File: src/rtl/ex_operand_stage.sv
// ID/EX pipeline register with EX-side operand forwarding and load-use detection.
// Optional bubble counter enabled by defining STALL_CNT_EN.
module ex_operand_stage #(
    parameter int XLEN   = 32,
    parameter int REG_AW = 5
) (
    input  logic              clk,
    input  logic              rst_n,
    input  logic              id_valid,
    input  logic [XLEN-1:0]   id_pc,
    input  logic [REG_AW-1:0] id_rs1_addr,
    input  logic [REG_AW-1:0] id_rs2_addr,
    input  logic [REG_AW-1:0] id_rd_addr,
    input  logic [XLEN-1:0]   id_rs1_data,
    input  logic [XLEN-1:0]   id_rs2_data,
    input  logic [XLEN-1:0]   id_imm,
    input  logic              id_alu_src_pc,
    input  logic              id_alu_src_imm,
    input  logic [3:0]        id_alu_ctrl,
    input  logic              id_reg_write,
    input  logic              id_mem_read,
    input  logic              id_mem_write,
    input  logic              flush,
    input  logic [REG_AW-1:0] exm_rd_addr,
    input  logic              exm_reg_write,
    input  logic [XLEN-1:0]   exm_result,
    input  logic [REG_AW-1:0] mwb_rd_addr,
    input  logic              mwb_reg_write,
    input  logic [XLEN-1:0]   mwb_data,
    output logic              id_stall,
    output logic [XLEN-1:0]   alu_a,
    output logic [XLEN-1:0]   alu_b,
    output logic [3:0]        alu_ctrl,
    output logic [XLEN-1:0]   ex_store_data,
    output logic [REG_AW-1:0] ex_rd_addr,
    output logic              ex_valid,
    output logic              ex_reg_write,
    output logic              ex_mem_read,
    output logic              ex_mem_write,
    output logic [31:0]       stall_count
);

    typedef struct packed {
        logic              valid;
        logic [XLEN-1:0]   pc;
        logic [REG_AW-1:0] rs1_addr;
        logic [REG_AW-1:0] rs2_addr;
        logic [REG_AW-1:0] rd_addr;
        logic [XLEN-1:0]   rs1_data;
        logic [XLEN-1:0]   rs2_data;
        logic [XLEN-1:0]   imm;
        logic              src_pc;
        logic              src_imm;
        logic [3:0]        alu_ctrl;
        logic              reg_write;
        logic              mem_read;
        logic              mem_write;
    } id_ex_t;

    id_ex_t          ex_q;
    id_ex_t          ex_d;
    logic            bubble;
    logic [XLEN-1:0] fwd_rs1;
    logic [XLEN-1:0] fwd_rs2;

    // rs2 is compared even for immediate forms; a spare stall is harmless
    assign id_stall = ex_q.valid & ex_q.mem_read & id_valid
                    & (ex_q.rd_addr != '0)
                    & ((ex_q.rd_addr == id_rs1_addr)
                     | (ex_q.rd_addr == id_rs2_addr));

    assign bubble = flush | id_stall;

    always_comb begin
        ex_d = '0;
        if (!bubble) begin
            ex_d.valid     = id_valid;
            ex_d.pc        = id_pc;
            ex_d.rs1_addr  = id_rs1_addr;
            ex_d.rs2_addr  = id_rs2_addr;
            ex_d.rd_addr   = id_rd_addr;
            ex_d.rs1_data  = id_rs1_data;
            ex_d.rs2_data  = id_rs2_data;
            ex_d.imm       = id_imm;
            ex_d.src_pc    = id_alu_src_pc;
            ex_d.src_imm   = id_alu_src_imm;
            ex_d.alu_ctrl  = id_alu_ctrl;
            ex_d.reg_write = id_valid & id_reg_write;
            ex_d.mem_read  = id_valid & id_mem_read;
            ex_d.mem_write = id_valid & id_mem_write;
        end
    end

    always_ff @(posedge clk or negedge rst_n) begin
        if (!rst_n) begin
            ex_q <= '0;
        end else begin
            ex_q <= ex_d;
        end
    end

    // EX/MEM is younger than MEM/WB, so it takes precedence
    always_comb begin
        fwd_rs1 = ex_q.rs1_data;
        if (exm_reg_write && exm_rd_addr != '0
            && exm_rd_addr == ex_q.rs1_addr) begin
            fwd_rs1 = exm_result;
        end else if (mwb_reg_write && mwb_rd_addr != '0
                     && mwb_rd_addr == ex_q.rs1_addr) begin
            fwd_rs1 = mwb_data;
        end
    end

    always_comb begin
        fwd_rs2 = ex_q.rs2_data;
        if (exm_reg_write && exm_rd_addr != '0
            && exm_rd_addr == ex_q.rs2_addr) begin
            fwd_rs2 = exm_result;
        end else if (mwb_reg_write && mwb_rd_addr != '0
                     && mwb_rd_addr == ex_q.rs2_addr) begin
            fwd_rs2 = mwb_data;
        end
    end

    assign alu_a         = ex_q.src_pc  ? ex_q.pc  : fwd_rs1;
    assign alu_b         = ex_q.src_imm ? ex_q.imm : fwd_rs2;
    assign ex_store_data = fwd_rs2;
    assign alu_ctrl      = ex_q.alu_ctrl;
    assign ex_rd_addr    = ex_q.rd_addr;
    assign ex_valid      = ex_q.valid;
    assign ex_reg_write  = ex_q.reg_write;
    assign ex_mem_read   = ex_q.mem_read;
    assign ex_mem_write  = ex_q.mem_write;

`ifdef STALL_CNT_EN
    logic [31:0] stall_count_q;
    logic [31:0] stall_count_d;

    always_comb begin
        stall_count_d = stall_count_q;
        if (bubble) begin
            stall_count_d = stall_count_q + 32'd1;
        end
    end

    always_ff @(posedge clk or negedge rst_n) begin
        if (!rst_n) begin
            stall_count_q <= '0;
        end else begin
            stall_count_q <= stall_count_d;
        end
    end

    assign stall_count = stall_count_q;
`else
    assign stall_count = '0;
`endif

endmodule

File: config.mk
export PLATFORM = sky130hd
export DESIGN_NAME = ex_operand_stage
export DESIGN_NICKNAME = d
export VERILOG_FILES = /design/src/rtl/ex_operand_stage.sv
export SDC_FILE = /design/constraint.sdc
export NUM_CORES = 1
export LEC_CHECK = 0
export BUFFER_PORTS_ARGS = -buffer_cell sky130_fd_sc_hd__buf_2
export CORE_MARGIN = 2
export CORE_UTILIZATION = 35
export CTS_BUF_LIST = sky130_fd_sc_hd__clkbuf_4
export CTS_CLUSTER_DIAMETER = 50
export CTS_CLUSTER_SIZE = 20
export DETAILED_ROUTE_END_ITERATION = 8
export PLACE_DENSITY_LB_ADDON = 0.3
export SYNTH_ARGS = -nofsm -noshare
export SYNTH_HDL_FRONTEND = slang
export SYNTH_SLANG_ARGS = --single-unit
File: constraint.sdc
create_clock -name clk -period 4 [get_ports clk]
set_clock_uncertainty 0.15 [all_clocks]
set_input_delay 0.2 -clock clk [delete_from_list [all_inputs] [get_ports clk]]
set_output_delay 0.2 -clock clk [all_outputs]
set_load 0.05 [all_outputs]
==> impl_results.md, run 1 <==
- Top cells by area in the synthesized netlist: sky130_fd_sc_hd__dfrtp_1, sky130_fd_sc_hd__and2_1, sky130_fd_sc_hd__o31ai_2
- Overall power of the completed layout: between 3000 and 4000 uW
- Clock power frac: 0.253
- Post-CTS setup buffer count: 0
- Total of flip-flops plus latches after synthesis: ~150
- Number of antenna violations at the first check in global routing: 6
- Post-layout min period: 3711 ps
- 1st-iter DRT viols: 539
- Starting utilization of the core area: 0.3566
- Number of inserted filler cells in the final layout: 2170
- Share of Yosys cell area claimed by the top area cell type: 0.4560
- CTS sink count: between 150 and 200
- Final critical-path share of the clock period: 0.9277
- Vias per Instance: between 4 and 5
- Average wire per cell in the routed design: 20.00 um
- Total via count after detailed routing: about 8000
- Global-route wire length before repair: 49790 um
- Critical-path top delay cell: sky130_fd_sc_hd__or4b_4
- CP max stage delay: approximately 670 ps
- Post-synth EDFFs: 0
- Final hold vios: 0
- TritonCTS clock tree: done
- Synth-to-layout area growth: 43.59%
- Total number of H-tree levels: 4
- Setup violation total in the final timing report: 0
- Clock Pin Slew Worst Setup and Hold Paths: 160 ps
- Internal Dissipation: roughly 2300 uW
- Fraction of power spent switching nets: 0.3970
- Slew @ Worst Pin: 1048 ps
- Unrepaired setup endpoints after global routing: no
- Crit path capture type: output port
- Run status: completed
- Clk Tree Root Cell: sky130_fd_sc_hd__clkbuf_4
- Worst setup SP type: register
- Die W: about 160 um
- Residual DRC: 0
- Portion of total power attributed to sequential cells: 0.432
- Nets@finish: 1518
- Number of optimization iterations in the first detailed-route pass: 5
- Top cell type by total area after synthesis: sky130_fd_sc_hd__dfrtp_1
- Die outline area: 0.02524 sq mm
- Mapped Cells: about 840
- Maximum buffer depth of the clock tree: 2
- Top-count cell post-synth: sky130_fd_sc_hd__and2_1
- Setup CP Type: reg2out
- Final slew viol count: 0
- Data arrival time of the critical path: 3360 ps
- I/O Buffers: 341
- Synth Warn #: 0
- Placer congestion estimate: 0.9045
- Layout cells sized above 1: 0.3580
- Share of total power in combinational logic: 0.315
- Kind of path behind the tightest hold check: in2async
- Library cells used by synthesis: 39
- Cell-by-cell listing of the critical path: xor2_4 -> or4b_4 -> buf_4 -> o31ai_2 -> a31oi_1 -> mux2_2 -> buf_2
- Slew Limit Headroom: 0.3003
- Via count of the first global-routing pass: 8338
- P per Cell Area: 319.2 mW/mm^2
- I/O pin count: 374
- Later-pin clock latency in the skew report: 560 ps
- Worst ir drop on vdd: 170.1 uV
- Core region area: 0.02354 sq mm
- Vertical die dimension: about 160 um
- Avg Inst Size Synth: about 10 sq um
- Wire length reported by the detailed router: 32480 um
- Share of synthesized area occupied by flip-flops and latches: 0.4560
- Gr ovfl total: 0
- Switching pwr: 1528 uW
- Most frequent cells after synthesis: sky130_fd_sc_hd__and2_1, sky130_fd_sc_hd__dfrtp_1, sky130_fd_sc_hd__nor3_1
- Global Route Usage Sum: 0.2552
- Pin count of the biggest net entering global routing: just over 90
- Remaining number of nets flagged by the antenna check after routing: 0
- Rows: 56
- DPL Wire Length: 22930 um
- Peak clock frequency supported by timing: about 0.27 GHz
- Maximum Capacitance Violations: 0
- Setup total negative slack: 0 ps
- Worst path required time: 3650 ps
- Cts bufs inserted: 17
- Lkg Pwr: around 0.0056 uW
- Post-synthesis cell area: 0.008396 sq mm
- Most used flip-flop cell after synthesis: sky130_fd_sc_hd__dfrtp_1
- FFs w/ async S/R, synth: 1.000
- Largest fanout on the critical path: 20
-- worst paths after layout --
path                                from       endpoint  slack (ps)  cells after the start
setup / recovery               ex_q[112]       alu_b[5]         290                      7
hold / removal                     rst_n    ex_mem_read           6                      2
setup reg to reg           ex_rd_addr[4]   ex_mem_write        1710                      6
hold reg to reg              ex_mem_read       ex_valid         720                      3
max in group asynchronous          rst_n       ex_q[16]        2740                      3
min in group clk                   flush  ex_rd_addr[3]         130                      4
-- sequential cells by signal, indices dropped and copies added (netlist names) --
register	cells
ex_rd_addr	5
ex_reg_write	1
ex_q	140
alu_ctrl	4
ex_valid	1
ex_mem_write	1
ex_mem_read	1
-- stage by stage --
stage / worst slack, ps / std cells / hold WS, ps / util / instance area [sq um]
6_report: 289.1 / 1624 / 6.201 / 0.5121 / 12060
5_1_grt: 93.42 / 1624 / 7.670 / 0.5121 / 12060
4_1_cts: 7.720 / 1617 / 19.09 / 0.5106 / 12020
3_5_place_dp: 332.6 / 1427 / 116.2 / 0.4308 / 10140
3_3_place_gp: 437.8 / 1427 / 99.72 / 0.4308 / 10140
2_1_floorplan: 813.1 / 866 / -245.6 / - / 8512
-- repair_timing --
| item | 4_1_cts | 5_1_grt |
|---|---|---|
| setup endpoints to repair | 40 | 29 |
| resized for setup | 1 | 1 |
| cloned | 0 | 1 |
| hold endpoints to repair | 221 | 0 |
| pin swaps | 0 | 1 |
| hold buffers | 158 | 0 |
-- cell usage in the layout (no fill, tap or decap), drive strengths merged --
master,synthesis,final
dfrtp,153,153
inv,21,29
nor4,30,30
diode,0,6
mux2i,32,32
a221oi,21,21
o31a,3,3
conb,1,32
o22ai,1,1
o31ai,43,43
dlygate4sd3,3,158
or4b,1,1
nand2b,12,12
a21oi,14,14
xnor2,20,20
a211oi,3,3
o211ai,1,1
mux2,29,29
nand4,2,2
nand2,35,35
clkinv,0,4
clkbuf,44,18
and2,154,154
nand3,32,32
nor3,53,53
or2,2,2
o2111ai,1,1
or4,2,2
nor2,10,10
buf,71,361
nor2b,1,1
xor2,10,11
a31oi,29,29
clkinvlp,0,2
-- power by group through the flow --
| stage | Combinational [uW] | Sequential [uW] | Clock, uW |
|---|---|---|---|
| 6_report | 1210 | 1660 | 973 |
| 2_1_floorplan | 757 | 1680 | 0 |
| 5_1_grt | 1290 | 1670 | 1080 |
| 3_3_place_gp | 1080 | 1690 | 0 |
| 4_1_cts | 1200 | 1660 | 1010 |
| 3_5_place_dp | 1080 | 1690 | 0 |
-- area by class of cell --
| cell class | count | area (sq um) | share of cell area |
|---|---|---|---|
| multi-input combinational | 574 | 3978 | 0.3299 |
| sequential | 153 | 3830 | 0.3177 |
| timing repair buffer | 519 | 3470 | 0.2878 |
| tap | 319 | 399.1 | 0.03311 |
| clock inverter | 14 | 150.1 | 0.01245 |
| clock buffer | 18 | 135.1 | 0.01121 |
| inverter | 21 | 78.83 | 0.006539 |
| antenna | 6 | 15.01 | 0.001245 |
-- cell families (layout without fill, tap and decap cells) --
kind of cell | Yosys count | in the layout | share of synthesized area
buffers and inverters | 140 | 572 | 0.09255
AOI/OAI and AO/OA | 116 | 116 | 0.1167
DFF | 153 | 153 | 0.4560
other | 1 | 38 | 0.0004467
xor gates and xnor gates | 30 | 31 | 0.03130
muxes | 61 | 61 | 0.07705
and+or+nand+nor | 334 | 334 | 0.2259
-- routing by layer --
layer	wire (um)	global-route usage
met5	0	0
met1	14660	0.3539
met2	15230	0.4067
met3	1846	0.05120
met4	736	0.07107
-- critical path: cells and delay by family, from the launching register on --
family	cells	cell delay (ps)
XOR/XNOR	1	250
flip-flops	1	620
buffers and inverters	2	510
multiplexers	1	320
AND/OR/NAND/NOR	1	670
AO/OA/AOI/OAI	2	420
Note: power is estimated with default switching activity, not from simulation.
==> run 2: changes to the inputs <==
- CORE_MARGIN: 2 -> 10
==> impl_results.md, run 2 (synthesized netlist as in run 1, its figures left out) <==
- Worst ir drop on vdd: 177.9 uV (+4.6%)
- Final slew viol count: 0 (unchanged)
- Remaining number of nets flagged by the antenna check after routing: 0 (unchanged)
- Share of total power in combinational logic: 0.312 (-0.003)
- TritonCTS clock tree: done
- Cell-by-cell listing of the critical path: xor2_1 -> or4b_2 -> buf_4 -> o31ai_2 -> a31oi_1 -> mux2_2 -> buf_2
- Worst path required time: 3650 ps (about the same)
- Crit path max-delay family: simple AND/OR/NAND/NOR gates
- CTS sink count: 153 (unchanged)
- End-of-flow core utilization: 0.5136 (+0.001488)
- Flip-flop count of the largest register after layout: 140 (unchanged)
- Met3 wire len: 2893 um (+57%)
- DPL Wire Length: 25350 um (+11%)
- Placer congestion estimate: 0.9276 (+2.6%)
- Rows: 56 (unchanged)
- Number of optimization iterations in the first detailed-route pass: 5 (unchanged)
- Kind of path behind the tightest hold check: in2reg
- Commonest non-fill, non-tap cell in the layout: sky130_fd_sc_hd__buf_2
- Wire length reported by the detailed router: 35530 um (+9.4%)
- Met1 wire length: 15200 um (+3.7%)
- Setup slack at placement: 803.1 ps (+470.4 ps)
- Setup CP Type: reg2out
- Critical path buffers and inverters: 2 (unchanged)
- I/O Buffers: 341 (unchanged)
- Register bank with the most flops: ex_q
- Post-layout min period: 3809 ps (+97.78 ps)
- Pin count of the biggest net entering global routing: 150 (+61%)
- Post-CTS setup buffer count: 0 (unchanged)
- Peak clock frequency supported by timing: 0.2626 GHz (-2.6%)
- Core region area: 0.02354 sq mm (unchanged)
- Final critical-path share of the clock period: 0.9522 (+0.02445)
- Worst setup SP type: register
- Die W: 174.9 um (+10%)
- Crit path capture type: output port
- Clock Pin Slew Worst Setup and Hold Paths: 170 ps (about the same)
- Cts bufs inserted: 17 (unchanged)
- Nets@finish: 1518 (unchanged)
- Fraction of power spent switching nets: 0.3945 (-0.002534)
- Largest fanout on the critical path: 20 (unchanged)
- Maximum Capacitance Violations: 0 (unchanged)
- Area after DPL: 0.01015 sq mm (about the same)
- Final hold vios: 0 (unchanged)
- Layout cells sized above 1: 0.3572 (-0.0007698)
- Slew @ Worst Pin: 897.8 ps (-150.6 ps)
- Min setup slack post-route: 191.3 ps (-97.78 ps)
- Starting utilization of the core area: 0.3566 (unchanged)
- 1st-iter DRT viols: 598 (+11%)
- Global Route Usage Sum: 0.2270 (-0.02828)
- Gr ovfl total: 0 (unchanged)
- Length of routed met2 wiring: 16780 um (+10%)
- Count of placed standard cells including taps: 1426 (-0.070%)
- Number of antenna violations at the first check in global routing: 12 (+6)
- # resized after CTS: 0 (-1)
- Run status: completed
- Internal Dissipation: 2380 uW (+2.6%)
- Total number of H-tree levels: 4 (unchanged)
- Clk Tree Root Cell: sky130_fd_sc_hd__clkbuf_4
- Post-route worst hold slack: 66.51 ps (+60.30 ps)
- P per Cell Area: 325.0 mW/mm^2 (+1.8%)
- Highest routed layer: met4
- Total via count after detailed routing: 8069 (+0.89%)
- Setup violation total in the final timing report: 0 (unchanged)
- Lkg Pwr: 0.005592 uW (+0.37%)
- Slew Limit Headroom: 0.4000 (+0.09970)
- Die outline area: 0.03058 sq mm (+21%)
- Average wire per cell in the routed design: 21.80 um (+9.0%)
- Cts-stage hold buffer count: 160 (+1.3%)
- CP max stage delay: 1030 ps (+360 ps)
- Fin area: 0.01209 sq mm (+0.29%)
- I/O pin count: 374 (unchanged)
- Commonest cells after routing, fill and taps aside: sky130_fd_sc_hd__buf_2, sky130_fd_sc_hd__dlygate4sd3_1, sky130_fd_sc_hd__and2_1
- Via count of the first global-routing pass: 8711 (+4.5%)
- Switching pwr: 1550 uW (+1.5%)
- Number of standard cells in the layout, taps in and fillers out: 1630 (+0.37%)
- Portion of total power attributed to sequential cells: 0.421 (-0.011)
- Synth-to-layout area growth: 44.01%
- Data arrival time of the critical path: 3460 ps (+100 ps)
- Worst setup slack for register-to-register paths: 1680 ps (-30 ps)
- Clock power frac: 0.267 (+0.014)
- Vertical die dimension: 174.9 um (+10%)
- Residual DRC: 0 (unchanged)
- Later-pin clock latency in the skew report: 580 ps (+20 ps)
- Maximum buffer depth of the clock tree: 2 (unchanged)
- Critical-path top delay cell: sky130_fd_sc_hd__or4b_2
- Vias per Instance: 4.950 (+0.52%)
- Global-route wire length before repair: 53970 um (+8.4%)
==> run 2: final timing paths <==
| check | startpoint | end | depth (start not counted) |
|---|---|---|---|
| worst min register to register | ex_mem_read | ex_valid | 3 |
| worst min-delay path | flush | ex_rd_addr[3] | 4 |
| max in group asynchronous | rst_n | ex_q[91] | 4 |
| min in group asynchronous | rst_n | ex_q[115] | 3 |
| worst max-delay path | ex_q[111] | alu_b[1] | 7 |
| worst max register to register | ex_rd_addr[2] | ex_mem_read | 6 |
==> run 2: area by class of cell <==
class / instances / area (sq um)
clock buffers: 17 / 127.6
diodes: 12 / 30.03
multi-input cells: 573 / 3946
repair buffers: 520 / 3505
well taps: 319 / 399.1
inverters: 21 / 78.83
flip-flops and latches: 153 / 3830
clock inverters: 15 / 173.9
fillers: 2189 / 11450
==> run 2: worst register-to-register path: stages, from the launching register on <==
cell                            delay (ps)
sky130_fd_sc_hd__dfrtp_1               490
sky130_fd_sc_hd__xnor2_1               190
sky130_fd_sc_hd__nand3_1               100
sky130_fd_sc_hd__o22ai_1               360
sky130_fd_sc_hd__a21oi_1               190
sky130_fd_sc_hd__and2_1                200
sky130_fd_sc_hd__dlygate4sd3_1         560
==> run 2: per-stage QoR <==
step | TNS [ps] | power, uW
CTS | 0 | 3953
finish | 0 | 3930
global route | -9.248 | 4108
global placement | 0 | 2768
detailed placement | 0 | 2775
floorplan | 0 | 2439
==> run 2: layer usage <==
layer	vias up	global-route usage
li1	3740	-
met1	3898	0.2963
met3	43	0.06230
met2	388	0.3563
met4	0	0.07347
met5	-	0
==> run 2: power groups by stage <==
stage | clock [uW] | combinational, uW | sequential [uW]
floorplan | 0 | 757 | 1680
global route | 1140 | 1310 | 1660
finish | 1050 | 1230 | 1660
global placement | 0 | 1080 | 1680
CTS | 1080 | 1220 | 1660
detailed placement | 0 | 1090 | 1680
